### config.mk
export PLATFORM = sky130hd
export DESIGN_NAME = reg_sequencer
export DESIGN_NICKNAME = d
export VERILOG_FILES = /design/src/rtl/reg_sequencer.sv
export SDC_FILE = /design/constraint.sdc
export NUM_CORES = 1
export LEC_CHECK = 0
export ABC_AREA = 1
export BUFFER_PORTS_ARGS = -buffer_cell sky130_fd_sc_hd__buf_4
export CAP_MARGIN = 0
export CORE_MARGIN = 1.5
export CORE_UTILIZATION = 47
export CTS_CLUSTER_DIAMETER = 60
export DETAILED_ROUTE_END_ITERATION = 12
export PLACE_DENSITY = 0.86
export REMOVE_ABC_BUFFERS = 1
export SLEW_MARGIN = 5
export SYNTH_ARGS = -nofsm -noshare
export SYNTH_HDL_FRONTEND = slang
export SYNTH_SLANG_ARGS = --single-unit
### constraint.sdc
create_clock -name clk -period 1.5 [get_ports clk]
set_clock_uncertainty 0.2 [all_clocks]
set_input_delay 0 -clock clk [delete_from_list [all_inputs] [get_ports clk]]
set_output_delay 0 -clock clk [all_outputs]
set_load 0.005 [all_outputs]
### src/rtl/reg_sequencer.sv
// Fetch/decode/execute controller for a 16-entry register file.
// It owns every register-file strobe and drives a req/ack memory port whose latency varies.
module reg_sequencer #(
    parameter logic [3:0] PC_IDX = 4'd1,
    parameter logic [3:0] SP_IDX = 4'd2
) (
    input  logic        clk,
    input  logic        rst,
    output logic        mem_req,
    output logic        mem_we,
    output logic [1:0]  mem_addr_sel,
    input  logic        mem_ack,
    input  logic [15:0] mem_rdata,
    output logic [3:0]  src_sel,
    output logic [3:0]  dst_sel,
    output logic        in_en,
    output logic        up_en,
    output logic        lo_en,
    output logic        pc_inc,
    output logic        sp_inc,
    output logic        sp_dec,
    output logic [1:0]  in_sel,
    output logic [3:0]  alu_op,
    output logic [7:0]  imm8,
    output logic        halted
);

    typedef enum logic [2:0] {
        S_FETCH  = 3'd0,
        S_DECODE = 3'd1,
        S_EXEC   = 3'd2,
        S_MEM    = 3'd3,
        S_HALT   = 3'd4
    } state_t;

    localparam logic [3:0] OP_NOP  = 4'h0;
    localparam logic [3:0] OP_MOV  = 4'h1;
    localparam logic [3:0] OP_LDU  = 4'h2;
    localparam logic [3:0] OP_LDL  = 4'h3;
    localparam logic [3:0] OP_ALU  = 4'h4;
    localparam logic [3:0] OP_LD   = 4'h5;
    localparam logic [3:0] OP_ST   = 4'h6;
    localparam logic [3:0] OP_PUSH = 4'h7;
    localparam logic [3:0] OP_POP  = 4'h8;
    localparam logic [3:0] OP_HLT  = 4'hF;

    localparam logic [1:0] ASEL_PC  = 2'd0;
    localparam logic [1:0] ASEL_SRC = 2'd1;
    localparam logic [1:0] ASEL_SP  = 2'd2;

    localparam logic [1:0] WSEL_ALU = 2'd0;
    localparam logic [1:0] WSEL_MEM = 2'd1;
    localparam logic [1:0] WSEL_IMM = 2'd2;

    state_t      r_state;
    state_t      w_next;
    logic [15:0] r_ir;
    logic [3:0]  w_op;
    logic [3:0]  w_dst;
    logic [3:0]  w_src;
    logic        w_fetch_ack;
    logic        w_pc_write;

    assign w_op  = r_ir[15:12];
    assign w_dst = r_ir[11:8];
    assign w_src = r_ir[7:4];

    // NOTE: state and ir use non-blocking assignments so every flop samples pre-edge values.
    always_ff @(posedge clk) begin
        if (rst) begin
            r_state <= S_FETCH;
            r_ir    <= 16'h0000;
        end else begin
            r_state <= w_next;
            if (r_state == S_FETCH && mem_ack) begin
                r_ir <= mem_rdata;
            end
        end
    end

    // NOTE: every output gets a default first so that no path through the case infers a latch.
    always_comb begin
        w_next       = r_state;
        mem_req      = 1'b0;
        mem_we       = 1'b0;
        mem_addr_sel = ASEL_PC;
        src_sel      = 4'h0;
        dst_sel      = 4'h0;
        in_en        = 1'b0;
        up_en        = 1'b0;
        lo_en        = 1'b0;
        pc_inc       = 1'b0;
        sp_inc       = 1'b0;
        sp_dec       = 1'b0;
        in_sel       = WSEL_ALU;
        alu_op       = r_ir[3:0];
        imm8         = r_ir[7:0];
        halted       = 1'b0;
        w_fetch_ack  = 1'b0;

        unique case (r_state)
            S_FETCH: begin
                mem_req      = 1'b1;
                mem_addr_sel = ASEL_PC;
                if (mem_ack) begin
                    w_fetch_ack = 1'b1;
                    w_next      = S_DECODE;
                end
            end

            S_DECODE: begin
                src_sel = w_src;
                dst_sel = w_dst;
                w_next  = (w_op == OP_HLT) ? S_HALT : S_EXEC;
            end

            S_EXEC: begin
                src_sel = w_src;
                dst_sel = w_dst;
                w_next  = S_FETCH;
                case (w_op)
                    OP_MOV: begin
                        alu_op = 4'h0;
                        in_sel = WSEL_ALU;
                        in_en  = 1'b1;
                    end
                    OP_LDU: begin
                        in_sel = WSEL_IMM;
                        up_en  = 1'b1;
                    end
                    OP_LDL: begin
                        in_sel = WSEL_IMM;
                        lo_en  = 1'b1;
                    end
                    OP_ALU: begin
                        in_sel = WSEL_ALU;
                        in_en  = 1'b1;
                    end
                    OP_LD, OP_ST, OP_POP: begin
                        w_next = S_MEM;
                    end
                    OP_PUSH: begin
                        sp_dec = 1'b1;
                        w_next = S_MEM;
                    end
                    default: begin
                        w_next = S_FETCH;
                    end
                endcase
            end

            S_MEM: begin
                mem_req = 1'b1;
                src_sel = w_src;
                dst_sel = w_dst;
                case (w_op)
                    OP_LD:   mem_addr_sel = ASEL_SRC;
                    OP_ST: begin
                        mem_addr_sel = ASEL_SRC;
                        mem_we       = 1'b1;
                    end
                    OP_PUSH: begin
                        mem_addr_sel = ASEL_SP;
                        mem_we       = 1'b1;
                    end
                    OP_POP:  mem_addr_sel = ASEL_SP;
                    default: mem_addr_sel = ASEL_PC;
                endcase
                if (mem_ack) begin
                    w_next = S_FETCH;
                    if (w_op == OP_LD || w_op == OP_POP) begin
                        in_sel = WSEL_MEM;
                        in_en  = 1'b1;
                    end
                    // A POP into SP must not be overwritten by its own increment.
                    if (w_op == OP_POP && w_dst != SP_IDX) begin
                        sp_inc = 1'b1;
                    end
                end
            end

            S_HALT: begin
                halted = 1'b1;
            end

            default: begin
                w_next = S_FETCH;
            end
        endcase

        // A register write aimed at the PC is a jump, so the PC must not also step.
        w_pc_write = (in_en || up_en || lo_en) && (dst_sel == PC_IDX);
        pc_inc     = w_fetch_ack && !w_pc_write;

        if (rst) begin
            mem_req      = 1'b0;
            mem_we       = 1'b0;
            mem_addr_sel = ASEL_PC;
            src_sel      = 4'h0;
            dst_sel      = 4'h0;
            in_en        = 1'b0;
            up_en        = 1'b0;
            lo_en        = 1'b0;
            pc_inc       = 1'b0;
            sp_inc       = 1'b0;
            sp_dec       = 1'b0;
            in_sel       = WSEL_ALU;
            alu_op       = 4'h0;
            imm8         = 8'h00;
            halted       = 1'b0;
        end
    end

endmodule

# After elaboration in Yosys (flattened, before gate mapping)
# Cells that the tools add are included.
[classes]
eq_ne = 17
muxes = 49
bitwise = 1
reduce_logical = 18
[op_table]
columns = ["cell", "n"]
rows = [
  ["1-bit 2-to-1 mux", 29],
  ["4-bit 2-to-1 mux", 7],
  ["4-bit by 3-bit equality test with 1-bit output, second input constant", 4],
  ["3-bit case mux with 5 select lines", 1],
  ["2-bit OR reduction", 6],
  ["2-bit 2-to-1 mux", 5],
  ["3-bit 2-to-1 mux", 3],
  ["4-bit by 1-bit equality test with 1-bit output, second input constant", 2],
  ["4-bit by 2-bit equality test with 1-bit output, second input constant", 2],
  ["4-bit equality test, second input constant", 2],
  ["8-bit 2-to-1 mux", 1],
  ["2-bit case mux with 2 select lines", 2],
  ["3-bit by 2-bit equality test with 1-bit output, second input constant", 2],
  ["1-bit logical AND", 4],
  ["2-bit != test, second input constant", 2],
  ["4-bit by 2-bit != test with 1-bit output, second input constant", 1],
  ["4-bit OR reduction", 1],
  ["3-bit by 1-bit equality test with 1-bit output, second input constant", 1],
  ["3-bit equality test, second input constant", 1],
  ["3-bit zero test", 1],
  ["1-bit logical OR", 3],
  ["3-bit AND reduction", 1],
  ["3-bit OR reduction", 1],
  ["1-bit case mux with 2 select lines", 1],
  ["2 further kinds", 2],
]
[word_totals]
ff_bits = 19
inputBits = 19

# Logic depth before layout (Yosys ltp)
# Gate-level depths: netlist of the first run.
[logic_depth]
word_depth = 11
mapped_depth = 8
depth_no_buf = 8

# Worst setup path after synthesis of the first run
# No wires, ideal clock.
[synth_path]
path_type = "reg-to-reg"
start = "reg r_state[1]"
end = "reg r_ir[13]"
t_arrival_ps = 933
path_slack_ps = 249
stages_incl_launch_ff = 6
n_path_buf = 1
period_less_slack_ps = 1251
path_cell_list = "dfxtp_1 > nor2_4 > nand3_4 > buf_8 > o21ai_2 > a21oi_2"
[synth_between]
elab_chain_len = 2
[synth_lines]
columns = ["element", "line_no", "source"]
rows = [
  ["start: declaration", "55", "state_t r_state;"],
  ["start signal: assignment", "74", "r_state <= w_next;"],
  ["3-bit zero test", "75", "if (r_state == S_FETCH && mem_ack) begin"],
  ["1-bit logical AND", "75", ""],
  ["end signal: assignment", "76", "r_ir <= mem_rdata;"],
  ["end: declaration", "57", "logic [15:0] r_ir;"],
]
# Every way passes these cells.
# A chain may end at the register's enable or synchronous reset.

# Worst setup path after layout of the first run
[layout_path]
start = "reg r_ir[15]"
end = "out sp_inc"
[layout_between]
elab_chain_len = 6
[layout_lines]
columns = ["element", "line_no", "source"]
rows = [
  ["4-bit equality test", "176", "if (w_op == OP_POP && w_dst != SP_IDX) begin"],
  ["1-bit logical AND", "176", ""],
  ["1-bit 2-to-1 mux", "176", ""],
  ["1-bit 2-to-1 mux", "169", "if (mem_ack) begin"],
  ["1-bit 2-to-1 mux", "101", "unique case (r_state)"],
  ["1-bit 2-to-1 mux", "195", "if (rst) begin"],
  ["end: declaration", "20", "output logic sp_inc,"],
]
# Every way passes these cells.

==> results of run 1 <==
==> power by group <==
group / switching [mW] / leakage, nW / internal, mW / total, mW
Combinational: 0.438 / 0.782 / 0.365 / 0.803
Sequential: 0.0905 / 0.162 / 0.590 / 0.681
Clock: 0.168 / 0.0150 / 0.104 / 0.272
==> final cells by class <==
type	instances	area share, %
timing repair buffer	86	33.67
clock buffer	4	1.240
inverter	31	6.438
tap	30	1.772
sequential	19	19.20
multi-input combinational	118	37.68
==> cells by family after synthesis <==
kind of cell / synth area share, %
DFF: 31.34
AOI/OAI and AO/OA: 19.59
and+or+nand+nor: 35.26
buffers and inverters: 13.81
==> layer usage <==
metal	wire length [µm]	GRT usage, %	up-vias
met2	2564	50.41	90
met3	284	2.500	14
met4	119	6.410	0
li1	-	-	715
met1	1740	28.67	754
met5	0	0	-
==> worst max path at each step <==
| stage | slack (ns) | depth (start not counted) | to |
|---|---|---|---|
| 2_1_floorplan | 0.06 | 4 | r_ir[10]$_SDFFE_PP0P_ |
| 3_3_place_gp | 0.15 | 4 | alu_op[3] |
| 3_5_place_dp | 0.11 | 4 | alu_op[1] |
| 4_1_cts | -0.02 | 6 | in_en |
| 5_1_grt | -0.15 | 7 | in_en |
| 6_report | -0.1 | 6 | sp_inc |
==> registers in the layout, summed over array words and instances, names as in the netlist <==
register,flops
r_state,3
r_ir,16
==> cells in the final DEF, fill, tap and decap left out, types with 2 or more instances in the layout <==
| cell type | n |
|---|---|
| inv_1 | 23 |
| o21ai_0 | 2 |
| nor2_2 | 16 |
| nor2_1 | 19 |
| dfxtp_4 | 7 |
| nand2_2 | 4 |
| nand2_1 | 23 |
| a21oi_1 | 2 |
| clkbuf_4 | 3 |
| dlygate4sd3_1 | 18 |
| inv_2 | 3 |
| buf_4 | 63 |
| nor2_4 | 5 |
| nor3_2 | 2 |
| nand2_4 | 2 |
| nor3_1 | 5 |
| inv_4 | 3 |
| a21oi_2 | 17 |
| nand3_1 | 5 |
| dfxtp_1 | 12 |
| o21ai_2 | 5 |
| buf_6 | 4 |
| nand3_4 | 4 |
==> stage by stage <==
| stage | cells | setup slack, ns | hold WS [ns] | power (mW) |
|---|---|---|---|---|
| after floorplan | 168 | 0.05684 | -0.1819 | 0.9860 |
| after global placement | 253 | 0.1472 | 0.02773 | 1.188 |
| after detailed placement | 253 | 0.1121 | 0.03121 | 1.201 |
| after CTS | 279 | -0.02227 | -0.1158 | 1.558 |
| after global routing | 288 | -0.1534 | 0.03826 | 1.831 |
| final | 288 | -0.09505 | 0.01924 | 1.755 |
==> worst min-delay path, stage by stage <==
cell and delay, ns:
buf_4 0.23, nor2_1 0.11, inv_1 0.09, a21oi_2 0.06
==> timing repair <==
action	4_1_cts	5_1_grt
pin swaps	4	12
buffers inserted	5	8
resized for setup	21	43
hold endpoints to repair	19	1
setup endpoints to repair	24	24
cloned	0	0
hold buffers	17	1
==> results.cfg, run 1 <==
[floorplanning]
dieHeight_um = 53.82
ioPinCount = 52
start_util_pct = 49.44
rows = 18
die_area_um2 = 2896
die_w_um = 53.82
core_area_um2 = 2455

[worst_setup_path]
slowest_delay_ns = 0.40
crit_buf_inv = 2
worstReg2RegEnd = r_ir[9]$_SDFFE_PP0P_
slowest_stage = dfxtp_4
crit_arrival_ns = 1.40
crit_top_cell = nor2_2
cpLargestDelayFamily = flip-flops
required_ns = 1.30
worstSetupStartpointType = flip-flop
reg2regPathDepth = 6
worstSetupStartpoint = r_ir[15]$_SDFFE_PP0P_
path_cells = inv_2, nor2_2, nand2_2, nor2_2, o211a_1, buf_4
r2r_start = r_state[1]$_SDFFE_PP0P_
crit_fanout = 4
path_class = flip-flop to primary output
end_kind = primary output
r2r_slack_ns = -0.02

[power_and_ir_drop]
cellPowerDensity_nw_per_um2 = 828.5
vdd.ir_drop.worst_mv = 0.7782
total_leakage_power_nw = 0.9588

[global_routing]
grt_pass1_vias = 1291
grt_pass1_wl_mm = 5.423
grt_start_max_net_pins = 22
gr-total-overflow = 0
track_usage_pct = 25.58
antenna_found_initial = 0

[routing]
num_vias = 1573
drt_iter0_drc = 40
wl_per_cell_um = 16.34
remaining_drc_errors = 0
via_per_inst = 5.462
ant_nets = 0
dr.pass1.iters = 4
wl_mm = 4.707

[placement]
gp_congestion = 0.8074
portBuffers = 51
place_area_um2 = 1613
dpl.hpwl_mm = 2.120

[layout]
final_util_pct = 86.29
seq_area_um2 = 406.6
layout-drive-gt1-share_pct = 55.81
finalInstanceArea_um2 = 2118
nets = 278
fillers = 112
multiInputGateArea_um2 = 798.3
diodes = 0
area_delta_synth_final_pct = 74.54

[logic_synthesis]
synthTopCellsByCount = 28 x nand2_1, 28 x nor2_1, 27 x inv_1
synthFlopType = dfxtp_1
synthTopCellsByArea = dfxtp_1 31%, a21oi_2 12%, nand2_1 8.7%
synth_edf_count = 0
synthArstFlopShare_pct = 0
seq_area_frac_synth_pct = 31.34
synth-seq-cells = 19
synth_area_leader_cell = dfxtp_1
yosys.area.top_type_share_pct = 31.34
syn_area_um2 = 1214
synth_area_per_cell_um2 = 6.975
syn_inst = 174
ys_warn_count = 0
synth.distinct_cells = 27

[timing]
setup-tns-final_ns = -0.3641
slew_headroom_pct = 74.62
fmax_ghz = 0.6269
fin_crit_sh_pct = 106.3
final-setup-viol-count = 11
finalHoldViolCount = 0
rsz0062_at_grt = true
slew_violations = 0
min_period_ns = 1.595
worst_slew_pin_slew_ns = 0.3803
setup_ws_ns = -0.09505

[clock_network]
cts_buffers = 3
clkTransAtPathRegs_ns = 0.12
cts.sinks = 19
ctsRootBufferMaster = clkbuf_4
cts.htree.levels = 1
tritoncts = done
clockBufferDepth = 2
clk_latency_ns = 0.30

[status]
violations = setup timing
outcome = finished, violations left

[hold_path]
min_to = r_ir[5]$_SDFFE_PP0P_
hold_path_depth = 4
hp-class = input pin to flip-flop
hp-start = rst

[job]
cap_violations = 0
No activity file was read; power rests on OpenSTA's default activity.
==> run 2, diff against run 1 <==
Settings changed: ABC_AREA 1 to unset, CORE_UTILIZATION 47 to 46.
==> results.cfg, run 2 <==
[logic_synthesis]
synthArstFlopShare_pct = 0
synthTopCellsByArea = dfxtp_1 33%, nand2_1 11%, a21oi_1 8.3%
synth.distinct_cells = 38
ys_warn_count = 0
synth_edf_count = 0
seq_area_frac_synth_pct = 33.22
synth_area_leader_cell = dfxtp_1
synthTopCellsByCount = 34 x nand2_1, 19 x a21oi_1, 19 x dfxtp_1
synth_area_per_cell_um2 = 7.434
synth-seq-cells = 19
syn_area_um2 = 1145
yosysMostFrequentCell = nand2_1
synthFlopType = dfxtp_1
syn_inst = 154
yosys.area.top_type_share_pct = 33.22

[placement]
portBuffers = 51
dpl.hpwl_mm = 2.356
place_ws_ns = -0.01283
gp_congestion = 0.9625

[floorplanning]
dieHeight_um = 52.89
ioPinCount = 52
die_w_um = 52.89
rows = 17
start_util_pct = 50.30

[clock_network]
clockBufferDepth = 2
cts.sinks = 19
cts_buffers = 3
cts.htree.levels = 1
ctsRootBufferMaster = clkbuf_4

[status]
haltStage = global routing (5_1_grt)
outcome = aborted with a tool error
stop_error = [ERROR DPL-0038] Utilization greater than 100%, impossible to legalize

[global_routing]
grt_start_max_net_pins = 26

[timing]
worstEndpointType = primary output
postGrtWorstEndpoint = alu_op[1]
-- run 2: changes by cell type after synthesis, moves of 12 or more --
cell / delta
a21oi_2: -16
inv_1: -26
nor2b_1: +13
a21oi_1: +17
and2_1: +12
nor2_1: -20
-- run 2: metrics by stage --
stage | instance area, µm² | setup TNS (ns) | util, % | std cells
2_1_floorplan | 1067 | -2.536 | - | 142
3_3_place_gp | 1613 | 0 | 70.86 | 238
3_5_place_dp | 1613 | -0.02785 | 70.86 | 238
4_1_cts | 2091 | -3.542 | 91.86 | 268
-- run 2: what timing repair did --
action | 4_1_cts
pin swaps | 27
hold buffers | 18
endpoints found under the setup margin | 41
resized for setup | 59
setup buffers | 8
endpoints found under the hold margin | 19
-- run 2: cells by family after synthesis --
logic type                after synthesis  synth area share, %
and+or+nand+nor                        92                44.48
AOI/OAI and AO/OA                      29                14.43
DFF                                    19                33.22
buffers and inverters                  13                7.102
xor gates and xnor gates                1               0.7652
==> run 3, diff against run 2 <==
Settings changed: CORE_AREA set to 2 2 63 65, CORE_MARGIN 1.5 to unset, CORE_UTILIZATION 46 to unset, CTS_CLUSTER_DIAMETER 60 to unset, DIE_AREA set to 0 0 65 67, PLACE_DENSITY 0.86 to unset, PLACE_DENSITY_LB_ADDON set to 0.15.
==> results.cfg, run 3 <==
[status]
outcome = finished, violations left
violations = setup timing

[power_and_ir_drop]
total_leakage_power_nw = 1.024
power_mw = 1.446
cellPowerDensity_nw_per_um2 = 612.4
vdd.ir_drop.worst_mv = 0.5573

[floorplanning]
die_area_um2 = 4355
ioPinCount = 52
core_area_um2 = 3606
die_w_um = 65
rows = 22
start_util_pct = 31.75
dieHeight_um = 67

[job]
cap_violations = 0

[logic_synthesis]
synth_edf_count = 0
synth_area_per_cell_um2 = 7.434
synthAdderAreaFrac_pct = 0
synthFlopType = dfxtp_1
yosysMostFrequentCell = nand2_1
syn_inst = 154
synthTopCellsByCount = 34 x nand2_1, 19 x a21oi_1, 19 x dfxtp_1
synthTopCellsByArea = dfxtp_1 33%, nand2_1 11%, a21oi_1 8.3%
synthMuxAreaShare_pct = 0
yosys.area.top_type_share_pct = 33.22
synth_area_leader_cell = dfxtp_1
synthArstFlopShare_pct = 0
synth_simple_gate_area_share_pct = 44.48
syn_area_um2 = 1145
synth-xor-area-share_pct = 0.7650
seq_area_frac_synth_pct = 33.22
synth_compound_area_share_pct = 14.43
synth.distinct_cells = 38
synth-seq-cells = 19
synth_top_family_by_area = simple AND/OR/NAND/NOR gates
ys_warn_count = 0

[layout]
top_regs = r_ir: 16 flops, r_state: 3 flops
nets = 273
multiInputGateArea_um2 = 942.2
seq_area_um2 = 401.6
max_flop_register = r_ir
final_cell_mix = 74 x buf_4, 19 x nand2_1, 18 x dlygate4sd3_1
layout-drive-gt1-share_pct = 63.64
fillers = 293
final_util_pct = 65.48
finalInstanceArea_um2 = 2361
area_delta_synth_final_pct = 106.2
diodes = 0
largest_register_ffs = 16
final_common_cell = buf_4

[worst_setup_path]
path_cells = buf_6, buf_4, buf_4, o21a_4, and2_4, buf_4
end_kind = primary output
worstSetupStartpointType = flip-flop
cpLargestDelayFamily = buffers and inverters
slowest_stage = dfxtp_2
path_class = flip-flop to primary output
crit_top_cell = buf_4
crit_arrival_ns = 1.48
crit_buf_inv = 4
required_ns = 1.30
slowest_delay_ns = 0.34
crit_fanout = 8

[clock_network]
clk_latency_ns = 0.25
cts.sinks = 19
ctsRootBufferMaster = clkbuf_8
cts_buffers = 3
clockBufferDepth = 2
tritoncts = done
clkTransAtPathRegs_ns = 0.07
cts.htree.levels = 1

[timing]
slew_headroom_pct = 68.41
fin_crit_sh_pct = 112.2
finalHoldViolCount = 0
rsz0062_at_grt = true
fmax_ghz = 0.5939
hold_slack_ns = 0.06651
worst_slew_pin_slew_ns = 0.4722
min_period_ns = 1.684
setup_ws_ns = -0.1837
slew_violations = 0
final-setup-viol-count = 39

[hold_path]
hp-class = input pin to flip-flop

[global_routing]
antenna_found_initial = 0
grt_pass1_vias = 1331
gr-total-overflow = 0
grt_pass1_wl_mm = 5.871
grt_start_max_net_pins = 13
track_usage_pct = 16.95

[routing]
ant_nets = 0
via_per_inst = 4.797
drt_iter0_drc = 31
wl_per_cell_um = 13.04
num_vias = 1444
remaining_drc_errors = 0
wl_mm = 3.926
dr.pass1.iters = 4

[placement]
gp_congestion = 0.7635
portBuffers = 51
dpl.hpwl_mm = 2.367
place_area_um2 = 1660
place_ws_ns = -0.01036
run 3: cell counts after synthesis:
No cell type changed its count.
run 3: path summary, 6_finish.rpt:
check | slack [ns] | startpoint | cells past startpoint | end
setup reg to reg | -0.15 | r_state[1]$_SDFFE_PP0P_ | 7 | r_ir[5]$_SDFFE_PP0P_
hold reg to reg | 0.27 | r_ir[6]$_SDFFE_PP0P_ | 2 | r_ir[6]$_SDFFE_PP0P_
setup / recovery | -0.18 | r_state[1]$_SDFFE_PP0P_ | 6 | src_sel[0]
hold / removal | 0.07 | rst | 3 | r_ir[14]$_SDFFE_PP0P_
run 3: timing repair:
item | in CTS | in global routing
gates resized for setup | 34 | 63
hold buffers | 17 | 1
buffers inserted | 8 | 10
pin swaps | 17 | 35
setup endpoints to repair | 41 | 42
endpoints found under the hold margin | 19 | 1
run 3: cells by family after synthesis:
| kind of cell | after synthesis |
|---|---|
| flops | 19 |
| simple gates | 92 |
| buf+inv | 13 |
| compound gates | 29 |
| xor+xnor | 1 |
run 3: stage by stage:
step,TNS (ns),std cells
final,-4.617,301
after global placement,0,261
after global routing,-7.477,301
after detailed placement,-0.01668,261
after floorplan,-2.536,142
after CTS,-2.574,290
run 3: routing by layer:
metal / up-vias / wire length (µm) / GRT usage (%) / part of all wire [%]
met5: - / 0 / 0 / 0
met4: 0 / 0 / 3.457 / 0
met3: 0 / 126 / 2.196 / 3.2
met2: 33 / 2088 / 31.19 / 53
met1: 689 / 1711 / 21.00 / 44
li1: 722 / - / - / -
run 3: area by class of cell:
cell class	count	share of cell area [%]
clock buffer	4	1.908
inverter	1	0.1590
multi-input combinational	122	39.90
sequential	19	17.01
timing repair buffer	107	38.47
tap	48	2.544
run 3: worst reg2reg max path: cells and delay by family (launching register included):
| kind | cells | cell delay (ns) |
|---|---|---|
| AO/OA/AOI/OAI | 1 | 0.12 |
| buffers and inverters | 4 | 0.57 |
| flip-flops | 1 | 0.34 |
| AND/OR/NAND/NOR | 2 | 0.35 |
run 3: power by group:
group	internal, mW	switching [mW]	total (mW)	leakage [nW]
Combinational	0.288	0.222	0.511	0.841
Clock	0.188	0.164	0.353	0.0228
Sequential	0.540	0.0430	0.583	0.161
Total	1.02	0.430	1.45	1.02
